## src/rtl/in_dev_ctrl.sv

```systemverilog
// Input-device controller: synchronises and debounces the request key, captures
// the data switches on each debounced press, and holds the byte with an
// interrupt request until the CPU acknowledges and reads it.
module in_dev_ctrl #(
    parameter int DB_CYCLES = 16,
    parameter int W         = 8
) (
    input  logic         clk,
    input  logic         reset,
    input  logic [W-1:0] sw,
    input  logic         key,
    input  logic         int_en,
    input  logic         int_ack,
    input  logic         rd,
    output logic [W-1:0] in_data,
    output logic         data_valid,
    output logic         interrupt,
    output logic         overrun
);

    typedef enum logic [1:0] {
        IDLE = 2'd0,
        PEND = 2'd1,
        SERV = 2'd2
    } state_t;

    localparam logic [7:0] DB_LAST = 8'(DB_CYCLES - 1);

    logic         key_p0;
    logic         key_s;
    logic [W-1:0] sw_p0;
    logic [W-1:0] sw_s;

    logic [7:0]   db_cnt;
    logic         key_db;
    logic         key_db_d;
    logic         press;

    state_t       state;
    state_t       state_nxt;
    logic [W-1:0] in_data_nxt;
    logic         data_valid_nxt;
    logic         pending;
    logic         pending_nxt;
    logic         overrun_nxt;
    logic         lost_press;

    // Two-flop synchronisers for the asynchronous key and switch inputs
    always_ff @(posedge clk) begin
        if (!reset) begin
            key_p0 <= 1'b0;
            key_s  <= 1'b0;
            sw_p0  <= '0;
            sw_s   <= '0;
        end else begin
            key_p0 <= key;
            key_s  <= key_p0;
            sw_p0  <= sw;
            sw_s   <= sw_p0;
        end
    end

    // Debounce: the filtered level follows key_s only after DB_CYCLES stable cycles
    always_ff @(posedge clk) begin
        if (!reset) begin
            db_cnt   <= 8'd0;
            key_db   <= 1'b0;
            key_db_d <= 1'b0;
        end else begin
            key_db_d <= key_db;
            if (key_s == key_db) begin
                db_cnt <= 8'd0;
            end else if (db_cnt == DB_LAST) begin
                key_db <= ~key_db;
                db_cnt <= 8'd0;
            end else begin
                db_cnt <= db_cnt + 8'd1;
            end
        end
    end

    // One-cycle strobe on each debounced rising edge
    assign press = key_db & ~key_db_d;

    // A press that arrives while an unread byte is held and is not consumed this cycle
    assign lost_press = press && !rd && (state != IDLE);

    // State and data registers
    always_ff @(posedge clk) begin
        if (!reset) begin
            state      <= IDLE;
            in_data    <= '0;
            data_valid <= 1'b0;
            pending    <= 1'b0;
            overrun    <= 1'b0;
        end else begin
            state      <= state_nxt;
            in_data    <= in_data_nxt;
            data_valid <= data_valid_nxt;
            pending    <= pending_nxt;
            overrun    <= overrun_nxt;
        end
    end

    // Next-state and next-data decode
    always_comb begin
        state_nxt      = state;
        in_data_nxt    = in_data;
        data_valid_nxt = data_valid;
        pending_nxt    = pending;
        overrun_nxt    = overrun;

        if (lost_press) begin
            overrun_nxt = 1'b1;
        end else if (rd) begin
            overrun_nxt = 1'b0;
        end

        case (state)
            IDLE: begin
                if (press) begin
                    in_data_nxt    = sw_s;
                    data_valid_nxt = 1'b1;
                    pending_nxt    = 1'b1;
                    state_nxt      = PEND;
                end
            end
            PEND: begin
                if (press && rd) begin
                    in_data_nxt    = sw_s;
                    data_valid_nxt = 1'b1;
                    pending_nxt    = 1'b1;
                    state_nxt      = PEND;
                end else if (int_ack) begin
                    pending_nxt = 1'b0;
                    state_nxt   = SERV;
                end else if (rd) begin
                    data_valid_nxt = 1'b0;
                    pending_nxt    = 1'b0;
                    state_nxt      = IDLE;
                end
            end
            SERV: begin
                if (press && rd) begin
                    in_data_nxt    = sw_s;
                    data_valid_nxt = 1'b1;
                    pending_nxt    = 1'b1;
                    state_nxt      = PEND;
                end else if (rd) begin
                    data_valid_nxt = 1'b0;
                    state_nxt      = IDLE;
                end
            end
            default: begin
                state_nxt      = IDLE;
                data_valid_nxt = 1'b0;
                pending_nxt    = 1'b0;
            end
        endcase
    end

    assign interrupt = pending & int_en;

endmodule

```

## config.mk

```make
export PLATFORM = sky130hd
export DESIGN_NAME = in_dev_ctrl
export DESIGN_NICKNAME = d
export VERILOG_FILES = /design/src/rtl/in_dev_ctrl.sv
export SDC_FILE = /design/constraint.sdc
export NUM_CORES = 1
export LEC_CHECK = 0
export BUFFER_PORTS_ARGS = -buffer_cell sky130_fd_sc_hd__buf_2
export CAP_MARGIN = 30
export CORE_MARGIN = 2
export CORE_UTILIZATION = 40
export CTS_BUF_LIST = sky130_fd_sc_hd__clkbuf_16
export CTS_CLUSTER_SIZE = 16
export DETAILED_ROUTE_END_ITERATION = 8
export GPL_TIMING_DRIVEN = 1
export PLACE_DENSITY = 0.71
export SYNTH_ARGS = -nofsm -noshare
export SYNTH_HDL_FRONTEND = slang
export SYNTH_SLANG_ARGS = --single-unit
export TNS_END_PERCENT = 20
```

## constraint.sdc

```tcl
create_clock -name clk -period 1.5 [get_ports clk]
set_input_delay 0.15 -clock clk [delete_from_list [all_inputs] [get_ports clk]]
set_output_delay 0.15 -clock clk [all_outputs]
set_load 0.01 [all_outputs]
```

== After elaboration in Yosys (flattened, before gate mapping) ==
Cells that the tools add are included.

* Register bits after elaboration: 41
* Input bits: 14
* Output and inout port bits: 11

* Add/sub/neg operators: 1
* Equality and inequality tests: 9
* Multiplexer cells: 21
* Bitwise operators: 6
* Reduce and logical (&&, ||, !) cells: 14

{| class="wikitable"
|+ Operators with widths
! operator !! count
|-
| $mux W8 || 2
|-
| $pmux W8 S2 || 1
|-
| $mux W1 || 10
|-
| $mux W2 || 5
|-
| $add A8 B1 Y8 const B || 1
|-
| $eq A8 B4 Y1 const B || 1
|-
| $pmux W1 S3 || 2
|-
| $pmux W2 S3 || 1
|-
| $reduce_and A3 Y1 || 2
|-
| $reduce_bool A2 Y1 || 3
|-
| $ne A2 B2 Y1 const B || 2
|-
| $ne A4 B4 Y1 const B || 1
|-
| $not A1 Y1 || 4
|-
| $reduce_and A2 Y1 || 2
|-
| $logic_and A1 B1 Y1 || 3
|-
| $ne A3 B3 Y1 const B || 1
|-
| $reduce_or A3 Y1 || 1
|-
| $and A1 B1 Y1 || 2
|-
| $eq A2 B1 Y1 const B || 1
|-
| $eq A2 B2 Y1 const B || 1
|-
| $logic_not A2 Y1 || 1
|-
| $ne A2 B1 Y1 const B || 1
|-
| $reduce_or A2 Y1 || 1
|-
| $eq A1 B1 Y1 || 1
|-
| $logic_not A1 Y1 || 1
|}

== Logic depth before layout (Yosys ltp) ==
* Depth in word-level cells: 5
* Mapped depth: 6
* Gate-level depth less buffers: 6

== Least setup slack after synthesis ==
No wires, ideal clock.

* Path kind: flip-flop to flip-flop
* Start: reg state[0]
* End: reg in_data[0]
* Arrival: 1.426 ns
* Data required time: 1.428 ns
* Slack: 0.003 ns
* Stages on the path, launching flop included: 7
* Clock period less this slack: 1.497 ns
* Cell sequence: dfxtp_1 inv_1 ha_1 nor2b_1 o22a_4 nor2_8 mux2i_1

* Longest elaborated chain between the ends: 4
* Elaborated cells on any way between the ends: 9

{| class="wikitable"
|+ Ends and longest elaborated chain
! item !! RTL line !! RTL
|-
| from (decl) || 39 || <nowiki>state_t state;</nowiki>
|-
| from (signal assigned) || 97 || <nowiki>state <= state_nxt;</nowiki>
|-
| $eq A2 B2 Y1 or $eq A2 B1 Y1 (tied branches) || 119 || <nowiki>case (state)</nowiki>
|-
| $reduce_or A2 Y1 (no source line) || - ||
|-
| $ne A2 B1 Y1 (no source line) or $reduce_bool A2 Y1 (tied branches) || - ||
|-
| $reduce_and A3 Y1 (no source line) || - ||
|-
| to (signal assigned) || 98 || <nowiki>in_data <= in_data_nxt;</nowiki>
|-
| to (decl) || 15 || <nowiki>output logic [W-1:0] in_data,</nowiki>
|}

Parallel ways exist; a longest one is shown, timed or not.
A chain may end at the register's enable or synchronous reset.

== Worst setup path in the final report ==
* Start: reg state[0]
* End: reg in_data[3]

Same word-level chain as after synthesis.

==> summary.md <==
| Metric | Value |
|---|---|
| CP cell instances | inv_2, ha_4, nor2b_1, o22a_4, nor2_8, mux2i_1 |
| Min-delay src | sw[1] |
| Max Buffers Root-to-Sink | 2 |
| Synthesis-to-layout area growth | 23.3% |
| Min Tclk post-route | 1.40 ns |
| Top-count cell post-synth | dfxtp_1 |
| Num CTS Buffers | 5 |
| Clk_skew | 0.00346 ns |
| Fmax achieved | 715 MHz |
| Slew @ Worst Pin | 0.316 ns |
| Starting DRT DRC Count | 31 |
| WHS Path Cells | 2 |
| Total Nets Final | 216 |
| Fin. max-slew vios | 0 |
| DRC viols | 0 |
| WL/cell | 10.2 um |
| Area leader, netlist | dfxtp_1 |
| Mapped Avg Cell Area | 9.63 sq um |
| H-tree Lvls | 2 |
| Final Cycle Share | 0.932 |
| Final Instance Area | 1980 sq um |
| Setup TNS | 0 ns |
| Share of cells above drive strength 1 | 0.237 |
| RSZ-0062 raised after global routing | false |
| Sequential-to-total area share from yosys stat | 0.511 |
| FF-to-FF setup slack | 0.10 ns |
| CP max FO | 8 |
| Die footprint | 4540 sq um |
| Worst Hold Class | in -> reg |
| Routability congestion estimate | 0.827 |
| Largest net degree at the start of global routing | 36 |
| Mapped Area | 1610 sq um |
| Flops & latches, synth | 41 |
| Number of cells on the worst reg-to-reg path | 6 |
| Int Pwr | 1.92 mW |
| Initial Util | 0.408 |
| Slowest-stage cell, CP | dfxtp_2 |
| Min-Delay Endpoint | sw_p0[1] |
| Peak supply drop | 0.000781 V |
| Post-Route Utilization | 0.503 |
| Setup Buffers After CTS | 0 |
| Die width | 67.4 um |
| Router iterations before antenna repair | 4 |
| Unique masters post-synth | 31 |
| Total track usage | 0.132 |
| Cell Area, Placed | 1800 sq um |
| FFs w/ async S/R, synth | 0 |
| Synthesized Nets | 186 |
| Overflow after GRT | 0 |
| Comb pwr share | 0.026 |
| Hpwl dp | 1760 um |
| Worst setup EP type | register |
| Height of the die | 67.4 um |
| Psw | 425 uW |
| First-pass GRT wire length | 4310 um |
| Hold-fix buffers at CTS | 0 |
| Number of global-route vias before repair | 1020 |
| Setup-failing EPs final | 0 |
| Overall power | 2.34 mW |
| Max Cap Viol | 0 |
| Critical Path RT | 1.71 ns |
| Startpoint types | register |
| Pwr Density | 1180 nW/um^2 |
| Delay of the slowest critical-path stage | 0.33 ns |
| LEAKAGE | 0.811 nW |
| Sw Ratio | 0.181 |
| ANT nets after route | 0 |
| CTS tree | done |
| Sequential fraction of design power | 0.477 |
| Drt total wl | 2520 um |
| Syn Inst Count | 167 |
| Antenna violations before repair | 0 |
| Number of synthesized flops with an enable pin | 0 |
| Hold Fails Final Rpt | 0 |
| Crit path DAT | 1.61 ns |
| CTS root buffer | clkbuf_16 |
| Clk pwr share | 0.498 |
| Syn. warnings | 0 |
| Top cells by area, synth | dfxtp_1 (51%), and2_1 (7.4%), mux2i_1 (6.2%) |
| Core area | 3940 sq um |
| Main synth FF type | dfxtp_1 |
| IO Pins | 25 |
| Row cnt | 23 |
| Status | complete, no violations |
| Clock-pin slew on the worst setup and hold paths | 0.06 ns |
| Vias per inst | 4.50 |
| IO buf count | 24 |
| Slew margin rel. | 0.787 |
| Via Count | 1115 |
| Top cells by count, synth | dfxtp_1 (41), nand2_1 (22), and2_1 (19) |
| Ant diodes | 0 |
| Post-synth top area share | 0.511 |
| R2r startpoint | state[0] |
| # clock sinks | 41 |
| Critical path class | reg -> reg |
| R2R Path End | in_data[3] |
| Worst skew pair latency | 0.28 ns |
==> critical path: cells and delay by family, from the launching register on <==
family | cells | cell delay [ns]
flops | 1 | 0.33
buf+inv | 1 | 0.05
compound gates | 1 | 0.21
simple gates | 2 | 0.31
mux | 1 | 0.20
fa+ha+maj | 1 | 0.24
==> metal layers <==
| layer | vias to the layer above | GRT usage | wire length (um) |
|---|---|---|---|
| met3 | 5 | 0.0517 | 144 |
| met1 | 484 | 0.144 | 1160 |
| met5 | - | 0 | 0 |
| met2 | 24 | 0.215 | 1150 |
| met4 | 0 | 0.0765 | 67 |
| li1 | 602 | - | - |
==> registers in the layout, indices dropped and copies added, names as in the netlist <==
signal and cells:
in_data 8, key_p0 1, key_db 1, pending 1
sw_p0 8, key_s 1, data_valid 1, sw_s 8
key_db_d 1, state 2, db_cnt 8, overrun 1
==> power groups by stage <==
stage / Clock [mW] / Combinational [mW] / Sequential (mW)
after floorplan: 0 / 0.0374 / 1.14
after global placement: 0 / 0.0600 / 1.14
after detailed placement: 0 / 0.0608 / 1.14
after CTS: 1.20 / 0.0613 / 1.12
after global routing: 1.24 / 0.0700 / 1.12
final: 1.17 / 0.0599 / 1.12
==> area by class of cell <==
cell class / instances / area (sq um)
clock buffers: 5 / 125
clock inverters: 3 / 41.3
fillers: 340 / 1960
inverters: 6 / 22.5
multi-input cells: 115 / 757
flip-flops and latches: 41 / 823
well taps: 50 / 62.6
repair buffers: 28 / 150
==> worst max path at each step <==
| stage | start | end | depth (start not counted) |
|---|---|---|---|
| final | state[0] | in_data[3] | 6 |
| after global routing | state[0] | in_data[0] | 6 |
| after CTS | state[0] | in_data[3] | 6 |
| after detailed placement | state[0] | in_data[3] | 6 |
| after global placement | state[0] | in_data[6] | 6 |
| after floorplan | state[0] | in_data[0] | 6 |
==> stage by stage <==
stage          setup slack [ns]  hold WS, ns  instances
5_1_grt                 0.00455       0.0786        248
3_3_place_gp             0.0245        0.357        240
3_5_place_dp            -0.0110        0.358        240
2_1_floorplan           0.00263        0.226        167
4_1_cts                  0.0263       0.0661        248
6_report                  0.102       0.0727        248
==> logic make-up after synthesis <==
family,Yosys count,synth area share
and+or+nand+nor,78,0.260
adders and majority gates,5,0.0389
muxes,10,0.0623
DFF,41,0.511
buffers and inverters,11,0.0265
AOI/OAI and AO/OA,16,0.0693
xor gates and xnor gates,6,0.0327
==> cell usage in the layout (no fill, tap or decap), types with 2 or more instances in the layout <==
cell       count
dfxtp_1       39
buf_2         24
nand2_1       22
and2_1        19
nor2_1        14
mux2i_1       10
o21ai_0        6
a21oi_1        5
clkbuf_16      5
inv_1          4
nand3_1        4
ha_1           4
buf_4          4
nor3_1         3
nand2b_1       3
nor2b_1        3
xor2_1         3
xnor2_1        3
inv_2          2
and2_2         2
dfxtp_2        2
==> repair_timing <==
action | CTS | global route
endpoints found under the setup margin | 8 | 8
endpoints found under the hold margin | 0 | 0
resized for setup | 1 | 4
pin swaps | 1 | 1
No activity file was read; power rests on OpenSTA's default activity.
